`src/rtl/alu_exec_stage.sv`:
```
// Execute-stage ALU: single-cycle ops plus a bit-serial SLL, with valid/ready
// handshakes on both sides and registered result/flag outputs.
module alu_exec_stage #(
  parameter int unsigned DATA_W  = 32,
  parameter int unsigned SHAMT_W = 5
) (
  input  logic               clk_i,
  input  logic               rst_i,
  input  logic               in_valid_i,
  output logic               in_ready_o,
  input  logic [3:0]         ctrl_i,
  input  logic [DATA_W-1:0]  src1_i,
  input  logic [DATA_W-1:0]  src2_i,
  input  logic [SHAMT_W-1:0] shamt_i,
  output logic               out_valid_o,
  input  logic               out_ready_i,
  output logic [DATA_W-1:0]  result_o,
  output logic               zero_o,
  output logic               branch_o,
  output logic               ovf_o
);

  localparam logic [3:0] OP_ADD  = 4'd0;
  localparam logic [3:0] OP_SUB  = 4'd1;
  localparam logic [3:0] OP_AND  = 4'd2;
  localparam logic [3:0] OP_OR   = 4'd3;
  localparam logic [3:0] OP_SLT  = 4'd4;
  localparam logic [3:0] OP_SLTU = 4'd5;
  localparam logic [3:0] OP_SLL  = 4'd6;
  localparam logic [3:0] OP_LUI  = 4'd7;
  localparam logic [3:0] OP_ORI  = 4'd8;
  localparam logic [3:0] OP_BEQ  = 4'd9;
  localparam logic [3:0] OP_BNE  = 4'd10;

  typedef enum logic [1:0] {
    ST_IDLE,
    ST_SHIFT,
    ST_DONE
  } state_e;

  state_e              state_q, state_d;
  logic [DATA_W-1:0]   result_q, result_d;
  logic [DATA_W-1:0]   shreg_q, shreg_d;
  logic [SHAMT_W-1:0]  cnt_q, cnt_d;
  logic                zero_q, zero_d;
  logic                branch_q, branch_d;
  logic                ovf_q, ovf_d;
  logic                out_valid_q, out_valid_d;

  logic [DATA_W-1:0]   sum;
  logic [DATA_W-1:0]   diff;
  logic [DATA_W-1:0]   op_res;
  logic                op_br;
  logic                op_ovf;
  logic                accept;
  logic                sll_start;

  // Single-cycle datapath; SLL here only covers the zero-shift case
  always_comb begin
    sum    = src1_i + src2_i;
    diff   = src1_i - src2_i;
    op_res = '0;
    op_br  = 1'b0;
    op_ovf = 1'b0;
    case (ctrl_i)
      OP_ADD: begin
        op_res = sum;
        op_ovf = (src1_i[DATA_W-1] == src2_i[DATA_W-1]) &&
                 (sum[DATA_W-1] != src1_i[DATA_W-1]);
      end
      OP_SUB: begin
        op_res = diff;
        op_ovf = (src1_i[DATA_W-1] != src2_i[DATA_W-1]) &&
                 (diff[DATA_W-1] != src1_i[DATA_W-1]);
      end
      OP_AND:  op_res = src1_i & src2_i;
      OP_OR:   op_res = src1_i | src2_i;
      OP_ORI:  op_res = src1_i | src2_i;
      OP_SLT:  op_res = DATA_W'($signed(src1_i) < $signed(src2_i));
      OP_SLTU: op_res = DATA_W'(src1_i < src2_i);
      OP_SLL:  op_res = src2_i;
      OP_LUI:  op_res = src2_i << 16;
      OP_BEQ: begin
        op_res = diff;
        op_br  = (diff == '0);
      end
      OP_BNE: begin
        op_res = diff;
        op_br  = (diff != '0);
      end
      default: op_res = '0;
    endcase
  end

  assign in_ready_o = (state_q == ST_IDLE) || ((state_q == ST_DONE) && out_ready_i);
  assign accept     = in_valid_i && in_ready_o;
  assign sll_start  = (ctrl_i == OP_SLL) && (shamt_i != '0);

  // Next-state and register-update logic
  always_comb begin
    state_d  = state_q;
    result_d = result_q;
    shreg_d  = shreg_q;
    cnt_d    = cnt_q;
    zero_d   = zero_q;
    branch_d = branch_q;
    ovf_d    = ovf_q;

    case (state_q)
      ST_SHIFT: begin
        shreg_d = shreg_q << 1;
        cnt_d   = cnt_q - SHAMT_W'(1);
        if (cnt_q == SHAMT_W'(1)) begin
          state_d  = ST_DONE;
          result_d = shreg_q << 1;
          zero_d   = ((shreg_q << 1) == '0);
          branch_d = 1'b0;
          ovf_d    = 1'b0;
        end
      end
      ST_DONE: begin
        if (out_ready_i && !in_valid_i) state_d = ST_IDLE;
      end
      default: state_d = state_q;
    endcase

    // A new op overrides the DONE->IDLE drain in the same edge
    if (accept) begin
      if (sll_start) begin
        state_d = ST_SHIFT;
        shreg_d = src2_i;
        cnt_d   = shamt_i;
      end else begin
        state_d  = ST_DONE;
        result_d = op_res;
        zero_d   = (op_res == '0);
        branch_d = op_br;
        ovf_d    = op_ovf;
      end
    end

    out_valid_d = (state_d == ST_DONE);
  end

  always_ff @(posedge clk_i or negedge rst_i) begin
    if (!rst_i) begin
      state_q     <= ST_IDLE;
      result_q    <= '0;
      shreg_q     <= '0;
      cnt_q       <= '0;
      zero_q      <= 1'b0;
      branch_q    <= 1'b0;
      ovf_q       <= 1'b0;
      out_valid_q <= 1'b0;
    end else begin
      state_q     <= state_d;
      result_q    <= result_d;
      shreg_q     <= shreg_d;
      cnt_q       <= cnt_d;
      zero_q      <= zero_d;
      branch_q    <= branch_d;
      ovf_q       <= ovf_d;
      out_valid_q <= out_valid_d;
    end
  end

  assign out_valid_o = out_valid_q;
  assign result_o    = result_q;
  assign zero_o      = zero_q;
  assign branch_o    = branch_q;
  assign ovf_o       = ovf_q;

endmodule

```
`config.mk`:
```
export PLATFORM = sky130hd
export DESIGN_NAME = alu_exec_stage
export DESIGN_NICKNAME = d
export VERILOG_FILES = /design/src/rtl/alu_exec_stage.sv
export SDC_FILE = /design/constraint.sdc
export NUM_CORES = 1
export LEC_CHECK = 0
export ABC_CLOCK_PERIOD_IN_PS = 4320
export CAP_MARGIN = 5
export CORE_MARGIN = 1
export CORE_UTILIZATION = 63
export DETAILED_ROUTE_END_ITERATION = 8
export PLACE_DENSITY_LB_ADDON = 0.05
export SKIP_LAST_GASP = 1
export SLEW_MARGIN = 20
export SYNTH_ARGS = -nofsm -noshare
export SYNTH_HDL_FRONTEND = slang
export SYNTH_SLANG_ARGS = --single-unit
```
`constraint.sdc`:
```
create_clock -name clk_i -period 4.32 [get_ports clk_i]
set_input_delay 0.864 -clock clk_i [delete_from_list [all_inputs] [get_ports clk_i]]
set_output_delay 0.864 -clock clk_i [all_outputs]
set_load 0.01 [all_outputs]
```
==> results of run 1 <==
## layer usage
layer | overflow | track usage (%)
met5 | 4 | 41.8
met4 | 127 | 98.3
met3 | 29 | 76.5
met2 | 398 | 111
met1 | 19 | 88.9
## cell usage after synthesis, types with 15 or more instances
| cell type | number |
|---|---|
| a211oi_1 | 15 |
| a21oi_1 | 104 |
| a22oi_1 | 18 |
| clkbuf_1 | 52 |
| dfrtp_1 | 74 |
| ha_1 | 111 |
| inv_1 | 97 |
| mux2i_1 | 62 |
| nand2_1 | 113 |
| nand3_1 | 17 |
| nor2_1 | 80 |
| nor2b_1 | 16 |
| nor3_1 | 35 |
| nor4_1 | 28 |
| o21ai_0 | 115 |
| o221ai_1 | 16 |
| o31ai_1 | 21 |
| xnor2_1 | 26 |
## kinds of logic after synthesis
kind of cell	share of synthesized area [%]
compound gates	30.8
flops	18.6
buf+inv	7.18
xor+xnor	2.64
mux	7.59
simple gates	18.8
fa+ha+maj	14.4
## repair_timing
action                     CTS
setup endpoints to repair    4
setup buffers               11
gates resized for setup    101
pin swaps                   31
## stage by stage
| stage | utilization [%] | cell area (um2) | setup WS (ns) |
|---|---|---|---|
| floorplan | - | 9950 | 0.284 |
| CTS | 95.5 | 14600 | 0.00292 |
| detailed placement | 89.7 | 13700 | -1.25 |
| global placement | 89.7 | 13700 | -1.30 |
==> results.yml, run 1 <==
run_status:
  status: "stopped before the end"
  lastStage: "global routing (5_1_grt)"
  error_line: "[ERROR GRT-0116] Global routing finished with congestion. Check the congestion regions in the DRC Viewer."
synthesis:
  synth_area_leaders: "dfrtp_1 (19%), ha_1 (14%), mux2i_1 (6.2%), o21ai_0 (5.8%), a21oi_1 (5.2%)"
  ys_async_sr_fraction_pct: 100
  avgSynthCellArea_um2: 7.74
  yosysWarnings: 0
  synthesis.nets: 1475
  yosysTopAreaCell: "dfrtp_1"
  synth_area_mm2: 0.00995
  ys.flop_type: "dfrtp_1"
  syn_inst: 1285
  yosysSeqAreaShare_pct: 18.6
  synth_top_area_share_pct: 18.6
  yosysUniqueCellTypes: 95
  synth-edff-count: 0
  ys_ff_latch: 74
floorplan:
  io_pins: 114
  initial_core_util_pct: 65.0
  row_count: 45
  fp.dieH_um: 128
  dieWidth_um: 128
global_route:
  grt_max_degree: 75
  grt.overflow.total: 577
  grt_pass1_wl_um: 115000
  grtUsageTotal_pct: 92.2
  grt_pass1_vias: 18142
clocking:
  cts-hold-fix-buffers: 0
  numCtsBuffers: 9
  cts_sinks: 74
  root_buffer: "clkbuf_16"
  htree_num_levels: 3
  clockBufferDepth: 2
placement:
  port_buffers: 113
  post-dp-hpwl_um: 36300
  place_inst: 1890
  place_congestion: 1.22
==> inputs of run 2 (changes only) <==
CORE_UTILIZATION = 40   (was 63)
PLACE_DENSITY_LB_ADDON = 0.15   (was 0.05)
==> results.yml, run 2 <==
run_status:
  status: "finished, final reports clean"
layout:
  antenna_cells: 0
  final_common_cell: "buf_4"
  fin_nets: 1934
  largest_reg_flops: 32
  final_cell_mix: "buf_4 (399), nand2_1 (110), o21ai_0 (104)"
  drive_gt1_share_pct: 35.3
  area_growth_pct: 56.9
worst_setup_path:
  criticalPathCategory: "input port to flop"
  crit_end: "zero_o"
  r2r_setup_slack_ns: 1.35
  crit_start: "src2_i[16]"
  endpoint_kind: "flop"
  r2r.worst_path.cells: 13
  worstPathArrival_ns: 4.48
  r2r_end: "zero_o"
  critPathMaxFanout: 5
  startpoint_type: "input port"
  worstReg2RegStart: "state_q[0]"
  crit_required_ns: 4.57
floorplan:
  io_pins: 114
  dieWidth_um: 160
  coreArea_mm2: 0.0244
  row_count: 57
  initial_core_util_pct: 40.8
  fp.dieH_um: 160
  die_area_mm2: 0.0255
sta:
  hold_ws_ns: 0.506
  fmax_ghz: 0.236
  finalSetupViolations: 0
  maxSlewHeadroom_pct: 29.2
  finalCritPeriodShare_pct: 98.0
  rsz0062_at_grt: "yes"
  worst_pin_slew_ns: 1.06
  clock_skew_ns: 0.00871
  finalMaxSlewViolations: 0
  setup_ws_ns: 0.0864
  tns_ns: 0
  period_minus_slack_ns: 4.23
  hold_violations: 0
synthesis:
  yosysWarnings: 0
  synth_area_mm2: 0.00995
  ys_ff_latch: 74
  syn_inst: 1285
  synth_most_common_cell: "o21ai_0"
  synthesis.nets: 1475
  ys.flop_type: "dfrtp_1"
  synth_top_area_share_pct: 18.6
  synth-edff-count: 0
  avgSynthCellArea_um2: 7.74
  synthTopCellsByCount: "o21ai_0 (115), nand2_1 (113), ha_1 (111)"
  ys_async_sr_fraction_pct: 100
  yosysUniqueCellTypes: 95
  synth_area_leaders: "dfrtp_1 (19%), ha_1 (14%), mux2i_1 (6.2%), o21ai_0 (5.8%), a21oi_1 (5.2%)"
  yosysSeqAreaShare_pct: 18.6
  yosysTopAreaCell: "dfrtp_1"
route:
  drtAntennaViolNets: 0
  drtPass1Iterations: 6
  avgViaCountPerCell: 5.88
  vias: 12181
  drc_errors: 0
  routedWlPerCell_um: 22.8
  routed_wl_um: 47200
  drtIter0Drc: 1409
clocking:
  cts_tree: "done"
  numCtsBuffers: 9
  root_buffer: "clkbuf_16"
  htree_num_levels: 3
  clk_latency_ns: 0.33
  cts_sinks: 74
  clkTransAtPathRegs_ns: 0.06
  clockBufferDepth: 2
power:
  irDropWorstVdd_uv: 286
  p_leak_nw: 7.01
  power_density_mw_per_mm2: 317
global_route:
  grt.overflow.total: 0
  grtUsageTotal_pct: 36.3
  grt_max_degree: 75
  grt_pass1_vias: 11698
  grt_pass1_wl_um: 70600
  antenna_found_initial: 0
placement:
  place_congestion: 0.985
  place_ws_ns: -0.937
  post-dp-hpwl_um: 38000
  port_buffers: 113
min_path:
  min-delay-path-class: "flop to flop"
flow_run:
  cap_viol_max_count: 0
[run 2: through the flow]
step           cells  utilization, %  power, mW  instance area (um2)
6_report        2073            64.0       4.96                15600
5_1_grt         2073            64.0       5.24                15600
2_1_floorplan   1285               -       2.50                 9950
3_3_place_gp    2043            58.3       3.86                14200
4_1_cts         2062            60.8       4.78                14800
3_5_place_dp    2043            58.3       3.90                14200
[run 2: critical path, stage by stage]
cell and delay (ns):
clkdlybuf4s50_1 0.53, inv_1 0.12, ha_4 0.33, nand2_1 0.13, buf_4 0.17, o21ai_0 0.17, a211o_1 0.23, nor3_4 0.07
o31a_4 0.32, o311ai_4 0.30, nor4b_1 0.08, or3_1 0.35, o21a_1 0.13, or4_4 0.42, o31ai_2 0.25
[run 2: worst min-delay path by stage]
stage / from / end / slack [ns] / cells after the start
after global placement: result_o[0] / result_o[0] / 0.48 / 2
after floorplan: result_o[0] / result_o[0] / 0.54 / 2
after global routing: result_o[0] / result_o[0] / 0.53 / 2
after detailed placement: result_o[0] / result_o[0] / 0.49 / 2
after CTS: result_o[0] / result_o[0] / 0.50 / 2
final: result_o[0] / result_o[0] / 0.51 / 2
[run 2: report_power, final]
group	switching [mW]	internal [mW]
Clock	0.295	0.508
Sequential	0.286	1.03
Combinational	1.43	1.41
Total	2.01	2.94
[run 2: metal layers]
layer,global-route usage (%),vias up,wire [um]
li1,-,5698,-
met1,53.7,5802,21600
met2,53.7,596,19800
met3,4.57,85,4040
met4,12.6,0,1810
met5,0,-,0
[run 2: timing repair]
action,CTS,global route
buffers inserted,3,12
pin swaps,18,54
setup endpoints to repair,6,6
resized for setup,64,158
hold buffers,0,0
cloned,0,0
[run 2: final cells by class]
type / instances / area, um2
Multi-Input combinational cell: 1035 / 8340
Sequential cell: 74 / 1850
Fill cell: 2204 / 8770
Clock inverter: 6 / 90.1
Timing Repair Buffer: 522 / 4310
Tap cell: 324 / 405
Clock buffer: 10 / 229
Inverter: 102 / 392
[run 2: cell families (layout without fill, tap and decap cells)]
logic type | Yosys count | in the layout | synth area share [%]
muxes | 74 | 74 | 7.59
adders and majority gates | 113 | 113 | 14.4
and+or+nand+nor | 372 | 372 | 18.8
xor gates and xnor gates | 30 | 30 | 2.64
AOI/OAI and AO/OA | 446 | 446 | 30.8
DFF | 74 | 74 | 18.6
buffers and inverters | 176 | 640 | 7.18
Power figures use the tool's default switching activity.
==> inputs of run 3 (changes only) <==
PLACE_DENSITY_LB_ADDON = not set   (was 0.15)
SKIP_LAST_GASP = not set   (was 1)
==> results.yml, run 3 (same netlist as run 2, synthesis figures left out) <==
sta:
  period_minus_slack_ns: 4.28
  rsz0062_at_grt: "yes"
  hold_ws_ns: 0.504
  setup_ws_ns: 0.0395
  finalSetupViolations: 0
  hold_violations: 0
  finalCritPeriodShare_pct: 99.1
  maxSlewHeadroom_pct: 28.3
  finalMaxSlewViolations: 0
  fmax_ghz: 0.234
  clock_skew_ns: 0.00315
  worst_pin_slew_ns: 1.07
worst_setup_path:
  criticalPathCategory: "input port to flop"
  worstPathArrival_ns: 4.52
  startpoint_type: "input port"
  critPathBufInv: 4
  crit_path_max_incr_delay_ns: 0.48
  crit_family: "compound AO/OA/AOI/OAI gates"
  endpoint_kind: "flop"
  crit_chain: "clkdlybuf4s50_1 -> inv_1 -> buf_4 -> ha_1 -> nor3b_2 -> a211oi_4 -> buf_6 -> a21oi_4 -> o21bai_4 -> a211oi_2 -> o21a_2 -> o31a_1 -> or3_1 -> o21a_1 -> or4_4 -> o31ai_2"
  crit_required_ns: 4.56
  worst_path_max_delay_cell: "clkdlybuf4s50_1"
  critPathMaxFanout: 4
floorplan:
  die_area_mm2: 0.0255
  row_count: 57
  io_pins: 114
  dieWidth_um: 160
  initial_core_util_pct: 40.8
  fp.dieH_um: 160
  coreArea_mm2: 0.0244
layout:
  final_common_cell: "buf_4"
  fillers: 2191
  drive_gt1_share_pct: 34.6
  fin_util_pct: 63.8
  design_area_mm2: 0.0156
  final_cell_mix: "buf_4 (409), nand2_1 (109), o21ai_0 (104)"
  area_growth_pct: 56.3
  largest_reg_flops: 32
  antenna_cells: 0
  fin_nets: 1939
global_route:
  antenna_found_initial: 0
  grt_max_degree: 75
  grtUsageTotal_pct: 36.3
  grt.overflow.total: 0
  grt_pass1_vias: 11593
  grt_pass1_wl_um: 70500
power:
  p_comb_share_pct: 57.8
  internal-power_mw: 2.90
  power_density_mw_per_mm2: 313
  p_switching_mw: 1.97
  netSwitchingFraction_pct: 40.5
  seq_power_share_pct: 26.9
  irDropWorstVdd_uv: 334
  pwr-share-clk_pct: 15.2
  p_leak_nw: 7.00
clocking:
  cts-hold-fix-buffers: 0
  clockBufferDepth: 2
  numCtsBuffers: 9
  cts_tree: "done"
  htree_num_levels: 3
  clk_latency_ns: 0.33
  cts_sinks: 74
  root_buffer: "clkbuf_16"
  clkTransAtPathRegs_ns: 0.06
route:
  drtAntennaViolNets: 0
  routed_wl_um: 47400
  routedWlPerCell_um: 22.8
  drc_errors: 0
  drtIter0Drc: 1209
  vias: 12201
  drtPass1Iterations: 5
  avgViaCountPerCell: 5.87
placement:
  place_congestion: 0.970
  post-dp-hpwl_um: 38000
  placed_area_mm2: 0.0142
  place_ws_ns: -0.783
  port_buffers: 113
min_path:
  min-delay-path-class: "flop to flop"
flow_run:
  cap_viol_max_count: 0
run_status:
  status: "finished, final reports clean"
## run 3: final timing paths
check / cells after the start / endpoint / start / slack (ns)
setup / recovery: 16 / zero_o / src2_i[2] / 0.04
setup reg to reg: 13 / zero_o / state_q[0] / 1.50
max in group asynchronous: 1 / result_o[24] / rst_i / 3.03
hold / removal: 2 / result_o[0] / result_o[0] / 0.50
min in group asynchronous: 1 / result_o[3] / rst_i / 0.67
hold reg to reg: 2 / result_o[0] / result_o[0] / 0.50
## run 3: metrics by stage
stage | std cells | power, mW | setup TNS [ns]
2_1_floorplan | 1285 | 2.50 | 0
3_3_place_gp | 2051 | 3.86 | -5.70
3_5_place_dp | 2051 | 3.90 | -5.50
4_1_cts | 2070 | 4.72 | 0
5_1_grt | 2078 | 5.16 | -0.0690
6_report | 2078 | 4.87 | 0
## run 3: worst min-delay path, stage by stage, from the launching register on
cell and delay, ns:
dfrtp_1 0.34, nand3_1 0.07, nand2_1 0.06
## run 3: layout make-up
class	count	area, um2	area share [%]
well taps	324	405	2.61
clock inverters	2	35.0	0.225
clock buffers	14	264	1.70
repair buffers	527	4290	27.6
flip-flops and latches	74	1850	11.9
inverters	102	388	2.49
multi-input cells	1035	8320	53.5
## run 3: what timing repair did
item	in CTS	in global routing
gates cloned	0	0
resized for setup	75	135
setup endpoints to repair	7	7
pin swaps	18	40
buffers inserted	3	8
## run 3: power by group through the flow
stage | logic (mW) | registers (mW) | clock network (mW)
detailed placement | 2.58 | 1.32 | 0
global placement | 2.56 | 1.30 | 0
global route | 3.02 | 1.36 | 0.781
CTS | 2.66 | 1.31 | 0.753
floorplan | 1.19 | 1.31 | 0
finish | 2.82 | 1.31 | 0.742
## run 3: layer usage
layer	track usage [%]	routed length (um)	up-vias
li1	-	-	5694
met1	52.7	21800	5887
met2	53.2	19700	548
met3	6.60	4180	72
met4	12.8	1720	0
met5	0	0	-
